<file path="config.mk">
export PLATFORM = sky130hd
export DESIGN_NAME = mini_bus_fabric
export DESIGN_NICKNAME = d
export VERILOG_FILES = /design/src/rtl/mini_bus_pkg.sv /design/src/rtl/mini_bus_decoder.sv /design/src/rtl/mini_bus_fabric.sv
export SDC_FILE = /design/constraint.sdc
export NUM_CORES = 1
export LEC_CHECK = 0
export BUFFER_PORTS_ARGS = -buffer_cell sky130_fd_sc_hd__buf_2
export CORE_AREA = 2 2 143 145
export CTS_CLUSTER_DIAMETER = 150
export DETAILED_ROUTE_END_ITERATION = 8
export DIE_AREA = 0 0 145 147
export PLACE_DENSITY = 0.68
export SYNTH_ARGS = -nofsm -noshare
export SYNTH_HDL_FRONTEND = slang
export SYNTH_SLANG_ARGS = --single-unit
</file>
<file path="constraint.sdc">
create_clock -name clk -period 2.2 [get_ports clk]
set_input_delay 0.22 -clock clk [delete_from_list [all_inputs] [get_ports clk]]
set_output_delay 0.22 -clock clk [all_outputs]
set_load 0.05 [all_outputs]
</file>
<file path="src/rtl/mini_bus_pkg.sv">
// rtl/mini_bus_pkg.sv - shared types and constants for the two-master bus fabric
package mini_bus_pkg;

    typedef enum logic [1:0] {
        IDLE = 2'd0,
        REQ  = 2'd1,
        RESP = 2'd2,
        ERR  = 2'd3
    } state_t;

    localparam int M_INSTR = 0;
    localparam int M_DATA  = 1;

    localparam logic [31:0] ERR_DATA_DEFAULT = 32'hDEAD_BEEF;

endpackage

</file>
<file path="src/rtl/mini_bus_decoder.sv">
// rtl/mini_bus_decoder.sv - address to one-hot slave hit decoder with miss flag
module mini_bus_decoder #(
    parameter int                  N_SLV    = 4,
    parameter logic [N_SLV*32-1:0] SLV_BASE = {32'hF000_0000, 32'h0010_0000, 32'h0001_0000, 32'h0000_0000},
    parameter logic [N_SLV*32-1:0] SLV_MASK = {32'hFFFF_FF00, 32'hFFF0_0000, 32'hFFFF_C000, 32'hFFFF_C000}
) (
    input  logic [31:0]      addr,  // byte address to decode
    output logic [N_SLV-1:0] hit,   // one-hot selected slave
    output logic             miss   // no slave window matched
);

    // Scan from the top down so the lowest matching index is the one left standing.
    always_comb begin
        hit = '0;
        for (int k = N_SLV - 1; k >= 0; k--) begin
            if ((addr & SLV_MASK[k*32 +: 32]) == (SLV_BASE[k*32 +: 32] & SLV_MASK[k*32 +: 32])) begin
                hit    = '0;
                hit[k] = 1'b1;
            end
        end
    end

    assign miss = ~|hit;

endmodule

</file>
<file path="src/rtl/mini_bus_fabric.sv">
// rtl/mini_bus_fabric.sv - two-master round-robin fabric to N_SLV slaves with timeout
module mini_bus_fabric
    import mini_bus_pkg::*;
#(
    parameter int                  N_SLV    = 4,
    parameter logic [N_SLV*32-1:0] SLV_BASE = {32'hF000_0000, 32'h0010_0000, 32'h0001_0000, 32'h0000_0000},
    parameter logic [N_SLV*32-1:0] SLV_MASK = {32'hFFFF_FF00, 32'hFFF0_0000, 32'hFFFF_C000, 32'hFFFF_C000},
    parameter int                  TIMEOUT  = 15,
    parameter logic [31:0]         ERR_DATA = ERR_DATA_DEFAULT
) (
    input  logic                  clk,
    input  logic                  reset,    // asynchronous, active low
    // masters: bit/word 0 = instruction, 1 = data
    input  logic [1:0]            m_valid,
    input  logic [63:0]           m_addr,
    input  logic [1:0]            m_wen,
    input  logic [63:0]           m_wdata,
    output logic [1:0]            m_good,
    output logic [1:0]            m_err,
    output logic [31:0]           m_rdata,
    // slaves
    output logic [N_SLV-1:0]      s_req,
    output logic [31:0]           s_addr,
    output logic [31:0]           s_wdata,
    output logic                  s_wen,
    input  logic [N_SLV-1:0]      s_ack,
    input  logic [N_SLV*32-1:0]   s_rdata
);

    localparam logic [7:0] WAIT_LAST = 8'(TIMEOUT - 1);

    state_t            state;
    state_t            state_nxt;
    logic              rr_ptr;      // preferred master when both request
    logic              grant;       // master owning the transaction in flight
    logic              grant_nxt;
    logic [N_SLV-1:0]  sel;
    logic [7:0]        wait_cnt;
    logic [31:0]       cand_addr;
    logic [31:0]       cand_wdata;
    logic              cand_wen;
    logic [N_SLV-1:0]  cand_hit;
    logic              cand_miss;
    logic [31:0]       sel_rdata;
    logic              ack_hit;
    logic [1:0]        grant_onehot;

    always_comb begin
        if (&m_valid) begin
            grant_nxt = rr_ptr;
        end else begin
            grant_nxt = m_valid[M_DATA];
        end
    end

    assign cand_addr  = grant_nxt ? m_addr[63:32]  : m_addr[31:0];
    assign cand_wdata = grant_nxt ? m_wdata[63:32] : m_wdata[31:0];
    assign cand_wen   = grant_nxt ? m_wen[1]       : m_wen[0];

    mini_bus_decoder #(
        .N_SLV    (N_SLV),
        .SLV_BASE (SLV_BASE),
        .SLV_MASK (SLV_MASK)
    ) u_decoder (
        .addr (cand_addr),
        .hit  (cand_hit),
        .miss (cand_miss)
    );

    always_comb begin
        sel_rdata = '0;
        for (int k = 0; k < N_SLV; k++) begin
            if (sel[k]) begin
                sel_rdata = sel_rdata | s_rdata[k*32 +: 32];
            end
        end
    end

    // Only the selected slave's ack matters; stray acks elsewhere are dropped.
    assign ack_hit = |(s_ack & sel);

    always_ff @(posedge clk or negedge reset) begin
        if (!reset) begin
            state <= IDLE;
        end else begin
            state <= state_nxt;
        end
    end

    always_comb begin
        state_nxt = state;
        case (state)
            IDLE: begin
                if (|m_valid) begin
                    state_nxt = cand_miss ? ERR : REQ;
                end
            end
            REQ: begin
                if (ack_hit) begin
                    state_nxt = RESP;
                end else if (wait_cnt == WAIT_LAST) begin
                    state_nxt = ERR;
                end
            end
            RESP:    state_nxt = IDLE;
            ERR:     state_nxt = IDLE;
            default: state_nxt = IDLE;
        endcase
    end

    always_ff @(posedge clk or negedge reset) begin
        if (!reset) begin
            rr_ptr   <= 1'(M_DATA);
            grant    <= 1'b0;
            sel      <= '0;
            wait_cnt <= '0;
            s_addr   <= '0;
            s_wdata  <= '0;
            s_wen    <= 1'b0;
            m_rdata  <= '0;
        end else begin
            case (state)
                IDLE: begin
                    wait_cnt <= '0;
                    if (|m_valid) begin
                        grant   <= grant_nxt;
                        sel     <= cand_hit;
                        s_addr  <= cand_addr;
                        s_wdata <= cand_wdata;
                        s_wen   <= cand_wen;
                        if (cand_miss) begin
                            m_rdata <= ERR_DATA;
                        end
                    end
                end
                REQ: begin
                    wait_cnt <= wait_cnt + 8'd1;
                    if (ack_hit) begin
                        m_rdata <= s_wen ? 32'h0 : sel_rdata;
                    end else if (wait_cnt == WAIT_LAST) begin
                        m_rdata <= ERR_DATA;
                    end
                end
                RESP:    rr_ptr <= ~grant;
                ERR:     rr_ptr <= ~grant;
                default: ;
            endcase
        end
    end

    assign grant_onehot = {grant, ~grant};
    assign s_req        = (state == REQ)  ? sel          : '0;
    assign m_good       = (state == RESP) ? grant_onehot : 2'b00;
    assign m_err        = (state == ERR)  ? grant_onehot : 2'b00;

endmodule

</file>
# Yosys cells after proc, flatten, opt, wreduce, memory -nomap -nowiden
# Cells that the tools add are included.
[totals] output_inout_bits=105 wordCells=63 ff_bits=113 input_bits=266
[classes] n_bitwise=5 n_mux=27 n_eq_ne=10 reduce_logical=11 addsub=1
[op_table] operator="$mux W32" n=11
[op_table] operator="$or A32 B32 Y32" n=3
[op_table] operator="$pmux W32 S2" n=1
[op_table] operator="$logic_not A32 Y1" n=1
[op_table] operator="$eq A24 B24 Y1 const B" n=1
[op_table] operator="$mux W4" n=5
[op_table] operator="$eq A18 B3 Y1 const B" n=1
[op_table] operator="$pmux W8 S2" n=1
[op_table] operator="$eq A12 B1 Y1 const B" n=1
[op_table] operator="$mux W2" n=6
[op_table] operator="$add A8 B1 Y8 const B" n=1
[op_table] operator="$eq A8 B4 Y1 const B" n=1
[op_table] operator="$reduce_or A4 Y1" n=2
[op_table] operator="$pmux W2 S3" n=1
[op_table] operator="$reduce_and A2 Y1" n=3
[op_table] operator="$and A4 B4 Y4" n=1
[op_table] operator="$eq A2 B2 Y1 const B" n=2
[op_table] operator="$ne A2 B2 Y1 const B" n=2
[op_table] operator="$reduce_and A4 Y1" n=1
[op_table] operator="$reduce_or A2 Y1" n=2
[op_table] operator="$ne A3 B3 Y1 const B" n=1
[op_table] operator="$eq A2 B1 Y1 const B" n=1
[op_table] operator="$logic_not A2 Y1" n=1
[op_table] operator="$mux W1" n=2
[op_table] operator="other kinds (2)" n=2

# Logic depth before layout (Yosys ltp)
# Gate-level depths: netlist of the first run.
[depth] depth_word=12 ltp_mapped=9 mapped_depth_nobuf=8

# Cells and area by module
# A second synthesis of the first run with hierarchy kept.
[unflattened] cells_unflattened=541 hier_area_um2=5947.0
[modules_own_cells] mod="mini_bus_fabric" area_per_inst_um2=5813.1 instances=1 cells_per_inst=521 seq_area_each_um2=2829.0
[modules_own_cells] mod="mini_bus_decoder" area_per_inst_um2=133.9 instances=1 cells_per_inst=20 seq_area_each_um2=0.0

# Least setup slack after synthesis of the first run
# No wires, ideal clock.
[synth_timing] kind="register to register" startpoint="reg rr_ptr" endpoint="reg m_rdata[10]" n_path_buf=1 t_arrival_ps=1931 stages_incl_launch_ff=8 setup_slack_ps=148 setup_time_ps=121 cell_sequence="dfstp_2 -> nand2b_4 -> nand2_2 -> or4_4 -> a21oi_4 -> o32ai_4 -> buf_6 -> o22a_1"
[synth_between] elab_chain_cells=10
[synth_lines] element="start: declaration" line="mini_bus_fabric.sv:34" rtl="logic rr_ptr;"
[synth_lines] element="start signal: assignment" line="mini_bus_fabric.sv:113" rtl="rr_ptr <= 1'(M_DATA);"
[synth_lines] element="start signal: assignment" line="mini_bus_fabric.sv:144" rtl="RESP: rr_ptr <= ~grant;"
[synth_lines] element="start signal: assignment" line="mini_bus_fabric.sv:145" rtl="ERR: rr_ptr <= ~grant;"
[synth_lines] element="$mux W1 *" line="mini_bus_fabric.sv:49" rtl="if (&m_valid) begin"
[synth_lines] element="$mux W32 *" line="mini_bus_fabric.sv:56" rtl="assign cand_addr = grant_nxt ? m_addr[63:32] : m_addr[31:0];"
[synth_lines] element="$eq A24 B24 Y1" line="mini_bus_decoder.sv:16" rtl="if ((addr & SLV_MASK[k*32 +: 32]) == (SLV_BASE[k*32 +: 32] & SLV_MASK[k*32 +: 32])) begin"
[synth_lines] element="$mux W4 (3 in a row)" line="mini_bus_decoder.sv:16"
[synth_lines] element="$mux W4 *" line="mini_bus_decoder.sv:16"
[synth_lines] element="$reduce_or A4 Y1 *" line="mini_bus_decoder.sv:23" rtl="assign miss = ~|hit;"
[synth_lines] element="$ne A2 B2 Y1 (no source line) *"
[synth_lines] element="$reduce_and A4 Y1 (no source line) *"
[synth_lines] element="end signal: assignment" line="mini_bus_fabric.sv:139" rtl="m_rdata <= s_wen ? 32'h0 : sel_rdata;"
[synth_lines] element="end: declaration" line="mini_bus_fabric.sv:20" rtl="output logic [31:0] m_rdata,"
# Every way passes the cells marked *; elsewhere a longest branch is shown, timed or not.
# A chain may end at the register's enable or synchronous reset.

# Worst setup path in the final report of the first run
[layout_timing] startpoint="reg rr_ptr" endpoint="reg m_rdata[3]"
# Same word-level chain as after synthesis.

==> reports/results.txt, run 1 <==
setup ws final = 0.0662 ns
# hold bufs at CTS = 1
CP max stage delay = 0.55 ns
Syn. warnings = 0
DIE WIDTH = 145 um
Max clock buf depth = 2
area share of the largest cell type after synthesis = 46.7%
status = completed
largest net degree at the start of global routing = 61
WP buf/inv = 1
final setup TNS = 0 ns
CP cell instances = nand2b_4 -> nand2_4 -> or4_4 -> a21oi_4 -> o32ai_4 -> buf_12 -> o22a_1
Crit-path slowest cell = or4_4
Post-Synthesis Net Count = 867
count leader, synth = dfrtp_1
crit path launch type = flop
gate count after technology mapping = 599
Initial DRT Pass Iterations = 5
CP Data Arrival Time = 2.42 ns
drt total wl = 21.0 mm
P per Cell Area = 1250 mW/mm^2
final clock skew = 0.0118 ns
Post-DP HPWL = 16.4 mm
first-pass GRT wire length = 32.9 mm
f_max = 469 MHz
HP Start = m_wdata[50]
Critical Path RT = 2.49 ns
post-synth cell types = 52
CTS Buf Count = 17
leakage power = 4.31 nW
layout net count = 1227
Syn-to-layout area delta = 47.4%
share of cells above drive strength 1 = 46.8%
CP top delay family = simple AND/OR/NAND/NOR gates
root buf cell = clkbuf_16
CP Launch Point = rr_ptr
total grt overflow = 0
core area = 0.0198 sq mm
drc violations = 0
Rel. slew slack = 55.0%
Port Buf Inserts = 370
post-cts gate resize count = 0
sequential share of the synthesized area = 47.1%
Routed WL per cell = 16.9 um
Max VDD drop = 940 uV
Area contributors post-synth = dfrtp_1, mux2i_1, a22oi_1, nand2_1, o22a_1
Post-synth EDFFs = 0
FF-to-FF Start = rr_ptr
Hold Vio Cnt, Final = 0
initial antenna violation count = 0
critical path class = flop to flop
Die Height = 147 um
crit path capture type = flop
largest fanout on the critical path = 33
# rows = 52
cell taking the most area after synthesis = dfrtp_1
gpl congestion = 0.829
Final min period = 2.13 ns
number of global-route vias before repair = 5953
synthesized cell area = 0.00600 sq mm
Setup Buffers After CTS = 0
most frequent cells after synthesis = dfrtp_1, nand2_1, mux2i_1
max_cap viols = 0
Die Area = 0.0213 sq mm
total track usage = 19.6%
Final Cycle Share = 97.0%
Slew Limit Fails = 0
worst-skew pair later-pin latency = 0.41 ns
worst hold path type = input port to flop
Synth Register Bits = 113
CTS tree = yes
asr flop ratio synth = 100%
Via density = 4.86
final setup fails = 0
ys flop type = dfrtp_1
vias = 6041
I/O pin cnt = 371
Final ANT Viol Nets = 0
Detailed Route Iter0 Violations = 306
Place WS = -0.0838 ns
CTS H-tree lvls = 4
worst-margin pin slew = 0.675 ns
CTS Sinks = 113
syn avg cell area = 10.0 sq um
RSZ-0062 raised after global routing = no
clock transition at the registers of the reported paths = 0.06 ns
starting density of the core = 30.3%
final timing paths:
| check | depth (start not counted) | endpoint | slack [ns] |
|---|---|---|---|
| max in group asynchronous | 3 | m_rdata[13] | 1.05 |
| worst max-delay path | 7 | m_rdata[3] | 0.07 |
| worst min-delay path | 3 | s_wdata[18] | 0.08 |
| worst max register to register | 7 | m_rdata[3] | 0.07 |
| worst min register to register | 2 | s_addr[1] | 0.47 |
| min in group asynchronous | 2 | s_wdata[0] | 0.34 |
through the flow:
| step | std cells | hold WS, ns | power, mW | util [%] | cell area (sq um) |
|---|---|---|---|---|---|
| 3_3_place_gp | 1209 | 0.250 | 8.13 | 41.3 | 8200 |
| 5_1_grt | 1242 | 0.0733 | 11.7 | 44.6 | 8840 |
| 4_1_cts | 1242 | 0.0604 | 11.2 | 44.6 | 8840 |
| 3_5_place_dp | 1209 | 0.255 | 8.21 | 41.3 | 8200 |
| 6_report | 1244 | 0.0809 | 11.1 | 44.6 | 8850 |
| 2_1_floorplan | 599 | -0.0756 | 6.70 | - | 6000 |
sequential cells by signal (all words and copies together), names as in the netlist:
name,cells
s_addr,32
sel,4
state,2
grant,1
s_wen,1
rr_ptr,1
s_wdata,32
m_rdata,32
wait_cnt,8
cells in the final DEF (no fill, tap or decap), drive strengths merged, types with 14 or more instances in the layout:
cell	n
o21ai	72
dfrtp	112
nor2	18
a22oi	50
inv	14
o22a	25
nand2	83
a21oi	30
clkbuf	17
buf	390
mux2i	67
per-layer routing:
| metal | up-vias | global-route usage [%] | share of wire [%] |
|---|---|---|---|
| li1 | 2942 | - | - |
| met1 | 2827 | 25.1 | 42 |
| met2 | 247 | 32.8 | 49 |
| met3 | 25 | 5.40 | 7.1 |
| met4 | 0 | 5.64 | 1.8 |
| met5 | - | 0 | 0 |
layout make-up:
type,instances,area (sq um)
antenna,2,5.00
timing repair buffer,391,2080
inverter,11,41.3
clock buffer,17,425
fill,1940,11000
tap,270,338
multi-input combinational,425,2930
sequential,113,2830
clock inverter,15,206
cell families after synthesis:
logic type	share of synthesized area, %
AO/OA/AOI/OAI	24.6
XOR/XNOR	0.292
buffers and inverters	4.38
adder cells (fa/ha/maj)	0.417
AND/OR/NAND/NOR	11.8
multiplexers	11.4
flip-flops	47.1
worst min-delay path, delay by kind of cell:
family / cells / cell delay [ns]
buffers and inverters: 1 / 0.07
muxes: 1 / 0.05
AOI/OAI and AO/OA: 1 / 0.11
power breakdown:
| part | internal (mW) | leakage (nW) | switching [mW] |
|---|---|---|---|
| Sequential | 2.73 | 1.33 | 0.445 |
| Clock | 1.91 | 0.304 | 1.04 |
| Combinational | 1.30 | 2.67 | 3.64 |
| Total | 5.94 | 4.31 | 5.13 |
(Power assumes the default switching activity.)
==> run 2, diff against run 1 <==
CORE_AREA = 2 2 145 147   (was 2 2 143 145)
CTS_BUF_LIST = sky130_fd_sc_hd__clkbuf_2 sky130_fd_sc_hd__clkbuf_4 sky130_fd_sc_hd__clkbuf_8   (was default)
DIE_AREA = 0 0 147 149   (was 0 0 145 147)
PLACE_DENSITY = 0.67   (was 0.68)
SYNTH_HIERARCHICAL = 1   (was default)
==> run 2 against run 1 <==
  * The run now ends with negative setup slack left
  * Sequential share of layout area increased by 0.37 points
  * Clock skew increased by 0.0026 ns
  * Sequential cell count unchanged
  * Critical path type unchanged
  * Critical endpoint is now m_rdata[0]
  * Largest power group unchanged
==> reports/results.txt, run 2 <==
vias = 5824
CP Data Arrival Time = 3.05 ns
Die Area = 0.0219 sq mm
Final ANT Viol Nets = 0
status = complete, but fails checks
worst-skew pair later-pin latency = 0.44 ns
FF-to-FF Start = rr_ptr
Initial DRT Pass Iterations = 4
clock transition at the registers of the reported paths = 0.08 ns
# rows = 53
largest fanout on the critical path = 18
most frequent cells after synthesis = dfrtp_1, mux2_2, a22oi_1
critical path class = flop to flop
syn avg cell area = 11.0 sq um
hold path cells = 3
total grt overflow = 0
Via density = 4.84
Die Height = 149 um
cell taking the most area after synthesis = dfrtp_1
I/O pin cnt = 371
commonest non-fill, non-tap cell in the layout = buf_2
Detailed Route Iter0 Violations = 307
initial antenna violation count = 0
synthesized cell area = 0.00595 sq mm
Place WS = -0.578 ns
ANT cells = 0
Slew Limit Fails = 0
max_cap viols = 0
Hold Vio Cnt, Final = 0
gpl congestion = 0.815
Post-Synthesis Net Count = 809
Comb pwr share = 51.0%
worst-margin pin slew = 0.745 ns
worst hold path type = input port to flop
Critical Path RT = 2.53 ns
Max clock buf depth = 2
root buf cell = clkbuf_8
Switching Fraction = 47.6%
final setup TNS = -15.94 ns
Syn. warnings = 6
leakage power = 4.18 nW
biggest regs = m_rdata (32), s_addr (32), s_wdata (32)
FF-to-FF path depth = 11
Post-synth EDFFs = 0
CTS H-tree lvls = 4
Critical R2R Capture = m_rdata[0]
Final Cycle Share = 124%
starting density of the core = 28.9%
R2R Setup Slk = -0.52 ns
total track usage = 17.7%
Tot Pwr = 10.9 mW
Area contributors post-synth = dfrtp_1, mux2_2, a22oi_1, mux2i_1, o22a_1
sequential share of the synthesized area = 47.6%
number of global-route vias before repair = 5546
Int Pwr = 5.72 mW
final setup fails = 37
post-synth cell types = 43
drt total wl = 20.3 mm
Hold EP = s_wdata[30]
area share of the largest cell type after synthesis = 47.1%
part of the power in the clock network = 20.2%
HP Start = m_wdata[62]
Rel. slew slack = 50.1%
worst hold slack = 0.0527 ns
Final min period = 2.72 ns
setup ws final = -0.522 ns
CTS Buf Count = 17
CTS tree = yes
Port Buf Inserts = 370
P_sw = 5.20 mW
ys flop type = dfrtp_1
largest net degree at the start of global routing = 114
crit path capture type = flop
P per Cell Area = 1250 mW/mm^2
DIE WIDTH = 147 um
Syn-to-layout area delta = 47.1%
final clock skew = 0.0144 ns
sequential fraction of design power = 28.8%
Max VDD drop = 784 uV
share of cells above drive strength 1 = 56.3%
Routed WL per cell = 16.8 um
core area = 0.0206 sq mm
failing checks = negative setup slack
Synth Register Bits = 113
drc violations = 0
RSZ-0062 raised after global routing = yes
count leader, synth = dfrtp_1
gate count after technology mapping = 541
CTS Sinks = 113
asr flop ratio synth = 100%
most frequent cells in the layout = buf_2, dfrtp_1, mux2_2
first-pass GRT wire length = 29.9 mm
layout net count = 1183
f_max = 367 MHz
Post-DP HPWL = 14.5 mm
crit path launch type = flop
[run 2: cell type report]
cell class	instances	area, sq um
sequential	113	2830
inverter	14	52.6
clock buffer	19	255
multi-input combinational	371	2940
tap	275	344
fill	2013	11800
clock inverter	13	185
timing repair buffer	398	2150
[run 2: cells by family after synthesis]
| group | synth area share [%] |
|---|---|
| adder cells (fa/ha/maj) | 0.421 |
| XOR/XNOR | 0.442 |
| AND/OR/NAND/NOR | 7.60 |
| AO/OA/AOI/OAI | 19.9 |
| multiplexers | 18.4 |
| flip-flops | 47.6 |
| buffers and inverters | 5.60 |
[run 2: per-stage QoR]
| stage | util [%] | instances | instance area [sq um] |
|---|---|---|---|
| 2_1_floorplan | - | 541 | 5990 |
| 3_3_place_gp | 39.6 | 1163 | 8140 |
| 3_5_place_dp | 39.6 | 1163 | 8140 |
| 4_1_cts | 42.3 | 1201 | 8700 |
| 5_1_grt | 42.6 | 1203 | 8750 |
| 6_report | 42.6 | 1203 | 8750 |
[run 2: timing repair]
action | 4_1_cts | 5_1_grt
endpoints found under the setup margin | 36 | 37
hold buffers | 1 | 0
cloned | 4 | 0
hold endpoints to repair | 112 | 0
gates resized for setup | 12 | 7
pin swaps | 1 | 1
setup buffers | 1 | 2
[run 2: power groups by stage]
stage               Clock, mW  Combinational [mW]  Sequential [mW]
finish                   2.20                5.57             3.14
floorplan                   0                1.93             5.21
CTS                      2.28                5.62             3.15
global route             2.36                5.91             3.24
detailed placement          0                5.36             3.17
global placement            0                5.30             3.17
[run 2: critical path: stages, from the launching register on]
cell      delay (ns)
dfstp_2         0.38
o21ai_4         0.19
buf_12          0.19
mux2_2          0.38
nor4_4          0.30
nand4_1         0.15
nor3_2          0.18
o22ai_2         0.13
nand2b_1        0.14
o21ai_4         0.13
o31a_4          0.18
o22a_2          0.23
[run 2: how the worst max path moves through the flow]
stage	to	from	cells past startpoint	slack [ns]
4_1_cts	m_rdata[0]	rr_ptr	11	-0.50
3_5_place_dp	m_rdata[28]	rr_ptr	11	-0.58
6_report	m_rdata[0]	rr_ptr	11	-0.52
2_1_floorplan	m_rdata[10]	rr_ptr	12	-0.20
5_1_grt	m_rdata[5]	rr_ptr	11	-0.62
3_3_place_gp	m_rdata[28]	rr_ptr	11	-0.53
[run 2: per-layer routing]
layer  share of wire [%]  GRT usage (%)  up-vias
met2                  49           30.1      271
met1                  41           21.3     2753
li1                    -              -     2779
met5                   0              0        -
met4                 1.8           6.06        0
met3                 8.1           5.50       21
